### src/rtl/pal_sweep_pkg.sv
// rtl/pal_sweep_pkg.sv - shared types for the PAL sweep driver
package pal_sweep_pkg;

    typedef enum logic [2:0] {
        ST_IDLE,
        ST_SETUP,
        ST_CLK_HI,
        ST_CLK_LO,
        ST_HOLD,
        ST_PUSH,
        ST_DONE
    } state_t;

    typedef struct packed {
        logic [7:0] in;
        logic [7:0] out;
        logic       last;
    } rec_t;

    localparam int REC_W = $bits(rec_t);

endpackage

### src/rtl/pal_rec_fifo.sv
// rtl/pal_rec_fifo.sv - synchronous record FIFO, async active-high reset
module pal_rec_fifo #(
    parameter int DEPTH = 4,
    parameter int WIDTH = 17
) (
    input  logic             clk,
    input  logic             rst,
    input  logic             push,
    input  logic [WIDTH-1:0] wdata,
    input  logic             pop,
    output logic [WIDTH-1:0] rdata,
    output logic             full,
    output logic             empty
);
    localparam int AW = $clog2(DEPTH);

    logic [WIDTH-1:0] mem_q [DEPTH];
    logic [WIDTH-1:0] mem_d [DEPTH];
    logic [AW-1:0]    wr_q, wr_d, rd_q, rd_d;
    logic [AW:0]      cnt_q, cnt_d;
    logic             do_push, do_pop;

    assign full    = (cnt_q == (AW+1)'(DEPTH));
    assign empty   = (cnt_q == '0);
    assign do_push = push && !full;
    assign do_pop  = pop && !empty;
    assign rdata   = mem_q[rd_q];

    always_comb begin
        mem_d = mem_q;
        wr_d  = wr_q;
        rd_d  = rd_q;
        cnt_d = cnt_q;
        if (do_push) begin
            mem_d[wr_q] = wdata;
            wr_d        = wr_q + 1'b1;
        end
        if (do_pop) begin
            rd_d = rd_q + 1'b1;
        end
        if (do_push && !do_pop) begin
            cnt_d = cnt_q + 1'b1;
        end else if (do_pop && !do_push) begin
            cnt_d = cnt_q - 1'b1;
        end
    end

    always_ff @(posedge clk or posedge rst) begin
        if (rst) begin
            for (int i = 0; i < DEPTH; i++) begin
                mem_q[i] <= '0;
            end
            wr_q  <= '0;
            rd_q  <= '0;
            cnt_q <= '0;
        end else begin
            mem_q <= mem_d;
            wr_q  <= wr_d;
            rd_q  <= rd_d;
            cnt_q <= cnt_d;
        end
    end

endmodule

### src/rtl/pal_sweep_driver.sv
// rtl/pal_sweep_driver.sv - steps an 8-bit vector range into a PAL and queues (input, output) records
module pal_sweep_driver
    import pal_sweep_pkg::*;
#(
    parameter int SETTLE_CYCLES = 4,
    parameter int PAL_CLOCKS    = 1,
    parameter int FIFO_DEPTH    = 4
) (
    input  logic       clk,
    input  logic       rst,
    input  logic       start,
    input  logic [7:0] vec_first,
    input  logic [7:0] vec_last,
    output logic       busy,
    output logic       done,
    output logic [7:0] pal_i,
    output logic       pal_clk,
    input  logic [7:0] pal_o,
    output logic       rec_valid,
    input  logic       rec_ready,
    output logic [7:0] rec_in,
    output logic [7:0] rec_out,
    output logic       rec_last
);
    localparam logic [7:0] SETTLE_LAST = 8'(SETTLE_CYCLES - 1);
    localparam logic [3:0] PAL_LAST    = 4'((PAL_CLOCKS == 0) ? 0 : PAL_CLOCKS - 1);

    state_t     state_q, state_d;
    logic [7:0] cur_q, cur_d, last_q, last_d, sample_q, sample_d, cnt_q, cnt_d;
    logic [3:0] pcnt_q, pcnt_d;
    logic       busy_q, busy_d, done_q, done_d, pal_clk_q, pal_clk_d;
    logic       fifo_full, fifo_empty, fifo_push;
    rec_t       wrec, head;

    assign fifo_push = (state_q == ST_PUSH) && !fifo_full;
    assign wrec      = '{in: cur_q, out: sample_q, last: (cur_q == last_q)};

    always_comb begin
        state_d   = state_q;
        cur_d     = cur_q;
        last_d    = last_q;
        sample_d  = sample_q;
        cnt_d     = cnt_q;
        pcnt_d    = pcnt_q;
        busy_d    = busy_q;
        done_d    = 1'b0;
        pal_clk_d = pal_clk_q;
        case (state_q)
            ST_IDLE: begin
                if (start) begin
                    cur_d   = vec_first;
                    last_d  = vec_last;
                    cnt_d   = '0;
                    busy_d  = 1'b1;
                    state_d = ST_SETUP;
                end
            end
            ST_SETUP: begin
                if (cnt_q == SETTLE_LAST) begin
                    cnt_d  = '0;
                    pcnt_d = '0;
                    if (PAL_CLOCKS > 0) begin
                        pal_clk_d = 1'b1;
                        state_d   = ST_CLK_HI;
                    end else begin
                        state_d = ST_HOLD;
                    end
                end else begin
                    cnt_d = cnt_q + 8'd1;
                end
            end
            ST_CLK_HI: begin
                pal_clk_d = 1'b0;
                state_d   = ST_CLK_LO;
            end
            ST_CLK_LO: begin
                if (pcnt_q == PAL_LAST) begin
                    state_d = ST_HOLD;
                end else begin
                    pcnt_d    = pcnt_q + 4'd1;
                    pal_clk_d = 1'b1;
                    state_d   = ST_CLK_HI;
                end
            end
            ST_HOLD: begin
                if (cnt_q == SETTLE_LAST) begin
                    sample_d = pal_o;
                    cnt_d    = '0;
                    state_d  = ST_PUSH;
                end else begin
                    cnt_d = cnt_q + 8'd1;
                end
            end
            ST_PUSH: begin
                // A full FIFO parks here with pal_i and pal_clk frozen
                if (!fifo_full) begin
                    if (cur_q == last_q) begin
                        done_d  = 1'b1;
                        busy_d  = 1'b0;
                        state_d = ST_DONE;
                    end else begin
                        cur_d   = cur_q + 8'd1;
                        state_d = ST_SETUP;
                    end
                end
            end
            ST_DONE: state_d = ST_IDLE;
            default: state_d = ST_IDLE;
        endcase
    end

    always_ff @(posedge clk or posedge rst) begin
        if (rst) begin
            state_q   <= ST_IDLE;
            cur_q     <= '0;
            last_q    <= '0;
            sample_q  <= '0;
            cnt_q     <= '0;
            pcnt_q    <= '0;
            busy_q    <= 1'b0;
            done_q    <= 1'b0;
            pal_clk_q <= 1'b0;
        end else begin
            state_q   <= state_d;
            cur_q     <= cur_d;
            last_q    <= last_d;
            sample_q  <= sample_d;
            cnt_q     <= cnt_d;
            pcnt_q    <= pcnt_d;
            busy_q    <= busy_d;
            done_q    <= done_d;
            pal_clk_q <= pal_clk_d;
        end
    end

    pal_rec_fifo #(
        .DEPTH (FIFO_DEPTH),
        .WIDTH (REC_W)
    ) u_fifo (
        .clk   (clk),
        .rst   (rst),
        .push  (fifo_push),
        .wdata (wrec),
        .pop   (rec_ready),
        .rdata (head),
        .full  (fifo_full),
        .empty (fifo_empty)
    );

    assign busy      = busy_q;
    assign done      = done_q;
    assign pal_i     = cur_q;
    assign pal_clk   = pal_clk_q;
    assign rec_valid = !fifo_empty;
    assign rec_in    = head.in;
    assign rec_out   = head.out;
    assign rec_last  = head.last;

endmodule

### config.mk
export PLATFORM = sky130hd
export DESIGN_NAME = pal_sweep_driver
export DESIGN_NICKNAME = d
export VERILOG_FILES = /design/src/rtl/pal_sweep_pkg.sv /design/src/rtl/pal_rec_fifo.sv /design/src/rtl/pal_sweep_driver.sv
export SDC_FILE = /design/constraint.sdc
export NUM_CORES = 1
export LEC_CHECK = 0
export CAP_MARGIN = 20
export CORE_ASPECT_RATIO = 0.8
export CORE_UTILIZATION = 37
export CTS_CLUSTER_DIAMETER = 30
export DETAILED_ROUTE_END_ITERATION = 16
export DONT_BUFFER_PORTS = 1
export PLACE_DENSITY = 0.48
export RECOVER_POWER = 100
export SYNTH_ARGS = -nofsm -noshare
export SYNTH_HDL_FRONTEND = slang
export SYNTH_SLANG_ARGS = --single-unit
### constraint.sdc
create_clock -name clk -period 5.2 [get_ports clk]
set_input_delay 1.04 -clock clk [delete_from_list [all_inputs] [get_ports clk]]
set_output_delay 1.04 -clock clk [all_outputs]
set_load 0.02 [all_outputs]
After elaboration in Yosys (flattened, before gate mapping)
Index checks and enable logic that the tools add are counted.
- add/sub/neg operators: 7
- order comparisons: 3
- eq/ne operators: 15
- mux-type cells: 35
- bitwise operators: 2
- reductions and logical operators: 27
- operator list (operator ; number):
    bitwise mux 68 bit ; 1
    2-to-1 mux 17 bit ; 3
    2-to-1 mux 8 bit ; 5
    binary-select mux 17 bit (select 2 bit) ; 1
    demux 17 bit (select 2 bit) ; 1
    case mux 8 bit (2 select lines) ; 2
    2-to-1 mux 3 bit ; 8
    case mux 3 bit (6 select lines) ; 1
    adder 8 x 1 -> 8 bit (second input constant) ; 2
    != test 2 bit (second input constant) ; 6
    AND reduction 4 bit ; 3
    equality test 3 bit (second input constant) ; 3
    equality test 8 x 2 -> 1 bit (second input constant) ; 1
    equality test 8 bit ; 1
    2-to-1 mux 1 bit ; 8
    2-to-1 mux 4 bit ; 2
    case mux 4 bit (2 select lines) ; 1
    nonzero test 2 bit ; 4
    equality test 3 x 2 -> 1 bit (second input constant) ; 2
    greater-or-equal comparator 3 bit (second input constant) ; 2
    logical AND 1 bit ; 6
    zero test 3 bit ; 2
    NOT 2 -> 3 bit ; 2
    AND reduction 2 bit ; 3
    14 further kinds ; 19
- register bits after elaboration: 117
- input port bits: 28
- output and inout bits: 29
- logic and storage cells: 105

Depth between registers and ports, before layout
Gate-level depths: netlist (run 1).
- depth after elaboration: 8
- mapped depth: 10
- depth with buffers taken out: 8

Modules after synthesis
From an unflattened synthesis (run 1), not the netlist that was laid out.
- cell total of the unflattened synthesis: 446
- area, all modules: 5656.7 µm²
- modules (own cells, without submodules) (module ; times used ; cells an instance ; area an instance (µm²) ; sequential area each (µm²)):
    pal_rec_fifo ; 1 ; 200 ; 3357.0 ; 1876.8
    pal_sweep_driver ; 1 ; 246 ; 2299.7 ; 1051.0

Worst setup path after synthesis (run 1)
No wires, ideal clock.
- kind: register to output
- start point: register u_fifo.rd_q[0]
- end point: output rec_in[0]
- arrival time: 1.778 ns
- required time: 4.160 ns
- slack: 2.382 ns
- cell stages (with the launch flop): 4
- cells stage by stage: dfrtp_1 > clkbuf_1 > buf_2 > mux4_2
- cells in the longest elaborated chain, start to end: 4
- RTL lines (what ; line ; RTL):
    start, declared ; pal_rec_fifo.sv:19 ; logic [AW-1:0] wr_q, wr_d, rd_q, rd_d;
    start signal, assigned ; pal_rec_fifo.sv:59 ; rd_q <= rd_d;
    NOT 2 -> 3 bit (not written as such) ; pal_rec_fifo.sv:27 ; assign rdata = mem_q[rd_q];
    binary-select mux 17 bit (select 2 bit) ; pal_rec_fifo.sv:27 ;
    2-to-1 mux 17 bit (not written as such) (2 in a row) ; pal_rec_fifo.sv:27 ;
    end, declared ; pal_sweep_driver.sv:21 ; output logic [7:0] rec_in,
No other way between the ends. The select of a mux whose other input is x is not followed.

Worst setup path after layout (run 1)
- start point: register u_fifo.rd_q[0]
- end point: output rec_last
- cells in the longest elaborated chain, start to end: 4
- RTL lines (what ; line ; RTL):
    NOT 2 -> 3 bit (not written as such) ; pal_rec_fifo.sv:27 ;
    binary-select mux 17 bit (select 2 bit) ; pal_rec_fifo.sv:27 ;
    2-to-1 mux 17 bit (not written as such) (2 in a row) ; pal_rec_fifo.sv:27 ;
    end, declared ; pal_sweep_driver.sv:23 ; output logic rec_last
No other way between the ends. The select of a mux whose other input is x is not followed.

==> metrics.log, run 1 <==
INFO  metric status = finished, violations left
INFO  metric violations = capacitance limit, slew limit
INFO  metric drt_wl_total = 11800 µm
INFO  metric worst_slew_margin_rel = -54.6%
INFO  metric grt_remaining_overflow = 0
INFO  metric drc_errors = 0
INFO  metric clk_transition_reported_paths = 0.06 ns
INFO  metric final.period_utilization = 71.2%
INFO  metric post_layout_nonfiller_instances = roughly 640
INFO  metric cts-buffers-inserted = 17
INFO  metric antenna_violations_before_repair = 1
INFO  metric maxClockFrequency = approximately 270 MHz
INFO  metric synth.area.mux_share = a little over a fifth
INFO  metric synthTopCellsByCount = dfrtp_1, mux2_2, nand2_1
INFO  metric rows = 39
INFO  metric max-cap-violations = 3
INFO  metric ys_async_sr_fraction = 100%
INFO  metric antenna_left = 0
INFO  metric placement.io_buffers = 0
INFO  metric reg2reg_setup_slack = 1.77 ns
INFO  metric synth.lib_cells_used.distinct = 57
INFO  metric worst_ep_required_time = between 4 and 5 ns
INFO  metric dr_wl_met2 = 5580 µm
INFO  metric cts-root-to-sink-buffers = 2
INFO  metric total_power = ~4.2 mW
INFO  metric post_layout_net_count = about 480
INFO  metric grt_max_degree = 50
INFO  metric resized_after_cts = 0
INFO  metric floorplan.die.height = ~110 µm
INFO  metric dp_hpwl = ~7700 µm
INFO  metric synth_adder_area_share = 2.36%
INFO  metric tritoncts_clock_tree = built
INFO  metric synth_cells = around 450
INFO  metric vias = between 3000 and 4000
INFO  metric worst_setup_path_start_kind = register
INFO  metric coreArea = between 0.01 and 0.015 mm²
INFO  metric fillCellCount = 1413
INFO  metric dieWidth = 140 µm
INFO  metric detail_route.wirelength.met1 = between 5000 and 6000 µm
INFO  metric p_per_area = ~670 mW/mm²
INFO  metric worst-path-max-fanout = 17
INFO  metric cts_hold_buffers = 0
INFO  metric drt_first_iter_violations = 206
INFO  metric post-place-cells = just over 600
INFO  metric fraction_of_the_mapped_netlist_area_in_simple_logic_gates = between 10% and 20%
INFO  metric worst_hold_path_class = register to register
INFO  metric io_pins = 57
INFO  metric synth_sequential_area_ratio = a little over half
INFO  metric grt_pass1_vias = ~3600
INFO  metric power.leakage = around 2.8 nW
INFO  metric cts_htree_levels = 4
INFO  metric timing_worst_slew_pin_value = about 2.3 ns
INFO  metric finalWorstPathRequiredPeriod = between 3 and 4 ns
INFO  metric synth_seq_cells = 117
INFO  metric synth_top_area_share = between 50% and 60%
INFO  metric cts.sink_count = about 120
INFO  metric synthXorXnorAreaFrac = 3.12%
INFO  metric synth_area_leader_cell = dfrtp_1
INFO  metric number_of_buffers_inserted_by_post_cts_setup_repair = 0
INFO  metric critical_path.endpoint_type = primary output
INFO  metric rsz_0062_raised_after_global_routing = no
INFO  metric topRoutingLayerUsed = met4
INFO  metric post_synth_main_area_contributors = dfrtp_1, mux2_2, mux4_2
INFO  metric ys.warnings.count = 0
INFO  metric met3_length = between 500 and 600 µm
INFO  metric post_route_setup_tns = 0 ns
INFO  metric final-setup-viol-count = 0
INFO  metric synth_net_count = 492
INFO  metric ir_worst_vdd = between 0.0002 and 0.00025 V
INFO  metric drv_slew = 73
INFO  metric final_gp_congestion = approximately 0.75
INFO  metric floorplan.initialDensity = 38.6%
INFO  metric areaGrowthSynthToFinish = 12.5%
INFO  metric wl_per_cell = roughly 18 µm
INFO  metric synth_compound_gate_area_share = about 5.7%
INFO  metric synth.avg_cell_area = 12.4 µm²
INFO  metric synth_flop_cell = dfrtp_1
INFO  metric synth_area = between 0.005 and 0.006 mm²
INFO  metric dominant_cell_by_count_in_the_synthesized_netlist = dfrtp_1
INFO  metric finalHoldWorstSlack = 0.479 ns
INFO  metric grtUsageTotal = 16.7%
INFO  metric clock-skew-final = approximately 0.009 ns
INFO  metric clock_insertion_delay_worst_skew = about 0.4 ns
INFO  metric post_drt_via_cell_ratio = between 5 and 6
INFO  metric root_driver = clkbuf_16
INFO  metric synth_enable_flop_cells = 0
INFO  metric critical_path_class = register to primary output
INFO  metric synth_top_family_by_area = multiplexers
INFO  metric detailedRoute.firstPassIterationCount = 4
INFO  metric drive_gt1_share = a little over a quarter
INFO  metric global_route_wire_length_before_repair = slightly below 20000 µm
INFO  metric final_core_util = a little over two fifths
INFO  metric finalHoldViolations = 0
INFO  metric cp_data_arrival_time = 2.66 ns
INFO  metric die-area = ~0.016 mm²
[power breakdown]
| part | internal (mW) | total, mW | switching, mW |
|---|---|---|---|
| Sequential | 1.28 | 1.75 | 0.467 |
| Clock | 0.835 | 1.27 | 0.430 |
| Combinational | 0.607 | 1.21 | 0.607 |
[worst paths after layout]
| kind | start | end | cells past startpoint |
|---|---|---|---|
| max in group asynchronous | rst | u_fifo.mem_q[29]$_DFFE_PP0P_ | 2 |
| max reg2reg | state_q[1]$_DFFE_PP0P_ | pal_i[5]$_DFFE_PP0P_ | 5 |
| min reg2reg | u_fifo.mem_q[51]$_DFFE_PP0P_ | u_fifo.mem_q[51]$_DFFE_PP0P_ | 2 |
| min | u_fifo.mem_q[51]$_DFFE_PP0P_ | u_fifo.mem_q[51]$_DFFE_PP0P_ | 2 |
| max | u_fifo.rd_q[0]$_DFFE_PP0P_ | rec_last | 2 |
| min in group asynchronous | rst | u_fifo.mem_q[62]$_DFFE_PP0P_ | 1 |
[per-layer routing]
metal | global-route usage [%] | vias up
met5 | 0 | -
met3 | 5.08 | 10
met2 | 26.1 | 63
met4 | 5.71 | 0
li1 | - | 1607
met1 | 22.1 | 1796
[final cells by class]
cell class / instances / area (µm²) / area share, %
clock inverters: 13 / 195 / 3.09
inverters: 11 / 42.5 / 0.674
clock buffers: 19 / 453 / 7.18
flip-flops and latches: 117 / 2930 / 46.4
well taps: 184 / 230 / 3.65
repair buffers: 3 / 15.0 / 0.238
diodes: 1 / 2.50 / 0.0397
multi-input cells: 294 / 2440 / 38.7
[kinds of logic after synthesis]
kind of cell	Yosys count
buffers and inverters	43
flip-flops	117
AND/OR/NAND/NOR	127
XOR/XNOR	20
multiplexers	90
adder cells (fa/ha/maj)	10
AO/OA/AOI/OAI	47
[placed cells by master, fill, tap and decap left out, types with 3 or more instances in the layout]
cell and count:
dfrtp_1 117, nand2_1 56, mux2_2 73, xnor2_1 5, xor2_1 15, clkinvlp_4 3
mux4_2 17, inv_6 4, a21oi_1 8, clkbuf_16 17, and3_1 4, nor4_1 3
inv_1 10, ha_1 9, a211oi_1 4, nand4_1 5, nand3_1 10, bufinv_16 4
or3_1 4, nor2_1 25, o21ai_0 14
[metrics by stage]
step	setup slack, ns	cell area (µm²)
final	1.50	6310
after global routing	1.10	6310
after CTS	1.99	6350
after detailed placement	2.00	5710
after global placement	2.18	5710
after floorplan	1.06	5610
[worst max-delay path, stage by stage (launching register included)]
cell      delay, ns
dfrtp_1        0.38
clkbuf_1       1.12
mux4_2         0.75
[registers in the layout (all words and copies together) (netlist names), 2 cells and up]
register and count:
u_fifo.rd_q 2, last_q 8, u_fifo.cnt_q 3, state_q 3, cnt_q 8, pal_i 8
u_fifo.wr_q 2, sample_q 8, u_fifo.mem_q 68, pcnt_q 4
(Power assumes the default switching activity.)
==> run 2, diff against run 1 <==
==> constraint.sdc (replaced) <==
create_clock -name clk -period 3.8 [get_ports clk]
set_input_delay 0.76 -clock clk [delete_from_list [all_inputs] [get_ports clk]]
set_output_delay 0.76 -clock clk [all_outputs]
set_load 0.02 [all_outputs]
==> run 2 against run 1 <==
The run still ends with capacitance limit, slew limit left. Power up 39%. Worst setup slack worse by 0.83 ns. Routed wire length grew 1.2%. Via count is 1.4% lower. Final cell count up 0.62%. Register-to-register slack got worse by 1.1 ns. Worst hold slack got worse by 0.023 ns. Clock-buffer cell count shrank 2. Combinational power grew 44%.
==> metrics.log, run 2 (synthesized netlist as in run 1, its figures left out) <==
INFO  metric ordered_cell_list_for_the_critical_path = buf_4, nor4b_1, a21oi_2, a21oi_1, a41oi_1, a211oi_1
INFO  metric detailedRoute.firstPassIterationCount = 4 (unchanged)
INFO  metric timing_worst_slew_pin_value = 1.75 ns (-0.569 ns)
INFO  metric reg2reg_from = state_q[1]$_DFFE_PP0P_
INFO  metric combPwrFrac = 29.6% (+0.9 points)
INFO  metric number_of_buffers_inserted_by_post_cts_setup_repair = 0 (unchanged)
INFO  metric post_drt_via_cell_ratio = 5.31 (-2.0%)
INFO  metric clk_transition_reported_paths = 0.05 ns (about the same)
INFO  metric resized_after_cts = 0 (unchanged)
INFO  metric cp_data_arrival_time = 3.45 ns (+0.79 ns)
INFO  metric power.leakage = 2.84 nW (+0.73%)
INFO  metric layout_commonest_cell = dfrtp_1
INFO  metric grtUsageTotal = 16.8% (+0.13 points)
INFO  metric wl_per_cell = 18.4 µm (+0.58%)
INFO  metric finalHoldViolations = 0 (unchanged)
INFO  metric areaGrowthSynthToFinish = 13.2%
INFO  metric rsz_0062_raised_after_global_routing = no
INFO  metric clock_insertion_delay_worst_skew = 0.42 ns (+0.02 ns)
INFO  metric floorplan.die.height = 112 µm (unchanged)
INFO  metric placement.io_buffers = 0 (unchanged)
INFO  metric drt_first_iter_violations = 169 (-18%)
INFO  metric cts-buffers-inserted = 17 (unchanged)
INFO  metric final_gp_congestion = 0.738 (-1.7%)
INFO  metric tritoncts_clock_tree = built
INFO  metric global_route_wire_length_before_repair = 19700 µm (-0.35%)
INFO  metric total_power = 5.86 mW (+39%)
INFO  metric root_driver = clkbuf_16
INFO  metric p_per_area = 922 mW/mm² (+38%)
INFO  metric reg2reg_depth = 6 (+1)
INFO  metric worst_setup_path_start_kind = register
INFO  metric antenna_violations_before_repair = 1 (unchanged)
INFO  metric rows = 39 (unchanged)
INFO  metric drive_gt1_share = 27.8% (+0.41 points)
INFO  metric cts.sink_count = 117 (unchanged)
INFO  metric critical-path-max-stage-delay = 1.43 ns (+0.31 ns)
INFO  metric post_layout_nonfiller_instances = 646 (+0.62%)
INFO  metric antenna_left = 0 (unchanged)
INFO  metric drt_wl_total = 11900 µm (+1.2%)
INFO  metric largest_register_ff_count = 68 (unchanged)
INFO  metric grt_remaining_overflow = 0 (unchanged)
INFO  metric cts_hold_buffers = 0 (unchanged)
INFO  metric max-cap-violations = 3 (unchanged)
INFO  metric worst_hold_path_class = input port to register
INFO  metric p_seq_share = 39.9% (-1.4 points)
INFO  metric dieWidth = 140 µm (unchanged)
INFO  metric die-area = 0.0157 mm² (unchanged)
INFO  metric worst_ep_required_time = 4.12 ns (-0.04 ns)
INFO  metric critical_path_class = register to register
INFO  metric coreArea = 0.0145 mm² (unchanged)
INFO  metric grt_max_degree = 38 (-24%)
INFO  metric clock-skew-final = 0.0154 ns (+0.00655 ns)
INFO  metric critical_path.slowest_cell = nor4b_1
INFO  metric maxClockFrequency = about 320 MHz
INFO  metric share_clk_of_total_power = 30.5% (+0.6 points)
INFO  metric layout_common_cells = dfrtp_1, mux2_2, nand2_1, nor2_1
INFO  metric final.period_utilization = approximately 82%
INFO  metric vias = 3429 (-1.4%)
INFO  metric worst_slew_margin_rel = -18.3% (+36 points)
INFO  metric drc_errors = 0 (unchanged)
INFO  metric internal_power = 3.82 mW (+40%)
INFO  metric cts-root-to-sink-buffers = 2 (unchanged)
INFO  metric finalWorstPathRequiredPeriod = roughly 3.1 ns
INFO  metric ir_worst_vdd = 0.000334 V (+37%)
INFO  metric setup.worst_path.start = state_q[1]$_DFFE_PP0P_
INFO  metric post_layout_net_count = 487 (+1.0%)
INFO  metric status = finished, violations left
INFO  metric floorplan.initialDensity = 38.6% (unchanged)
INFO  metric grt_pass1_vias = 3631 (-0.083%)
INFO  metric regToRegEndpoint = pal_i[5]$_DFFE_PP0P_
INFO  metric registers.top_by_ff_count = u_fifo.mem_q
INFO  metric reg2reg_setup_slack = 0.67 ns (-1.10 ns)
INFO  metric violations = capacitance limit, slew limit
INFO  metric post-place-cells = 614 (+0.82%)
INFO  metric critical_path.endpoint_type = register
INFO  metric cts_htree_levels = 4 (unchanged)
INFO  metric final-setup-viol-count = 0 (unchanged)
INFO  metric post_route_setup_tns = 0 ns (unchanged)
INFO  metric io_pins = 57 (unchanged)
INFO  metric power.net_switching = 2.04 mW (+35%)
INFO  metric worst-path-max-fanout = 23 (+6)
INFO  metric crit_path_end = pal_i[5]$_DFFE_PP0P_
INFO  metric dp_hpwl = 7820 µm (+0.99%)
INFO  metric sw_ratio = 34.7% (-0.83 points)
INFO  metric drv_slew = 75 (+2.7%)
## run 2: changes by cell type in the layout (fill, tap and decap cells not counted), moves of 2 or more
| cell | delta |
|---|---|
| inv_6 | -4 |
| buf_4 | +2 |
| bufinv_16 | +2 |
| clkbuf_8 | -2 |
| clkinv_2 | +3 |
| clkbuf_1 | +2 |
## run 2: cell type report
class	count	area (µm²)
Sequential cell	117	2930
Clock inverter	14	234
Inverter	11	42.5
Fill cell	1336	8190
Timing Repair Buffer	8	42.5
Tap cell	184	230
Clock buffer	17	425
Multi-Input combinational cell	294	2450
Antenna cell	1	2.50
## run 2: how the worst min path moves through the flow
| stage | startpoint | cells past startpoint | slack (ns) | to |
|---|---|---|---|---|
| 2_1_floorplan | u_fifo.mem_q[17]$_DFFE_PP0P_ | 2 | 0.44 | u_fifo.mem_q[17]$_DFFE_PP0P_ |
| 3_3_place_gp | u_fifo.mem_q[51]$_DFFE_PP0P_ | 2 | 0.46 | u_fifo.mem_q[51]$_DFFE_PP0P_ |
| 3_5_place_dp | u_fifo.mem_q[0]$_DFFE_PP0P_ | 2 | 0.48 | u_fifo.mem_q[0]$_DFFE_PP0P_ |
| 4_1_cts | rst | 1 | 0.39 | u_fifo.mem_q[8]$_DFFE_PP0P_ |
| 5_1_grt | vec_last[5] | 2 | 0.44 | last_q[5]$_DFFE_PP0P_ |
| 6_report | vec_last[5] | 2 | 0.46 | last_q[5]$_DFFE_PP0P_ |
## run 2: worst max-delay path, delay by kind of cell, from the launching register on
kind / cells / cell delay (ns)
AND/OR/NAND/NOR: 1 / 1.43
AO/OA/AOI/OAI: 4 / 1.04
flip-flops: 1 / 0.37
buffers and inverters: 1 / 0.20
## run 2: power groups by stage
stage | combinational, mW | clock [mW] | sequential, mW
2_1_floorplan | 1.74 | 0 | 2.03
3_3_place_gp | 1.74 | 0 | 2.35
3_5_place_dp | 1.79 | 0 | 2.36
4_1_cts | 1.79 | 1.82 | 2.35
5_1_grt | 1.93 | 1.89 | 2.43
6_report | 1.74 | 1.78 | 2.34
## run 2: routing by layer
| metal | vias to the layer above | GRT usage [%] | wire, µm |
|---|---|---|---|
| met5 | - | 0 | 0 |
| met4 | 0 | 6.30 | 125 |
| met3 | 8 | 6.19 | 562 |
| met2 | 54 | 25.1 | 5510 |
| met1 | 1752 | 22.3 | 5710 |
| li1 | 1615 | - | - |
## run 2: metrics by stage
step	hold slack (ns)	util (%)	cell area, µm²	setup slack [ns]
2_1_floorplan	0.445	-	5610	1.26
3_3_place_gp	0.457	39.5	5750	0.879
3_5_place_dp	0.478	39.5	5750	0.721
4_1_cts	0.393	44.0	6400	0.724
5_1_grt	0.438	43.7	6350	0.366
6_report	0.456	43.7	6350	0.670
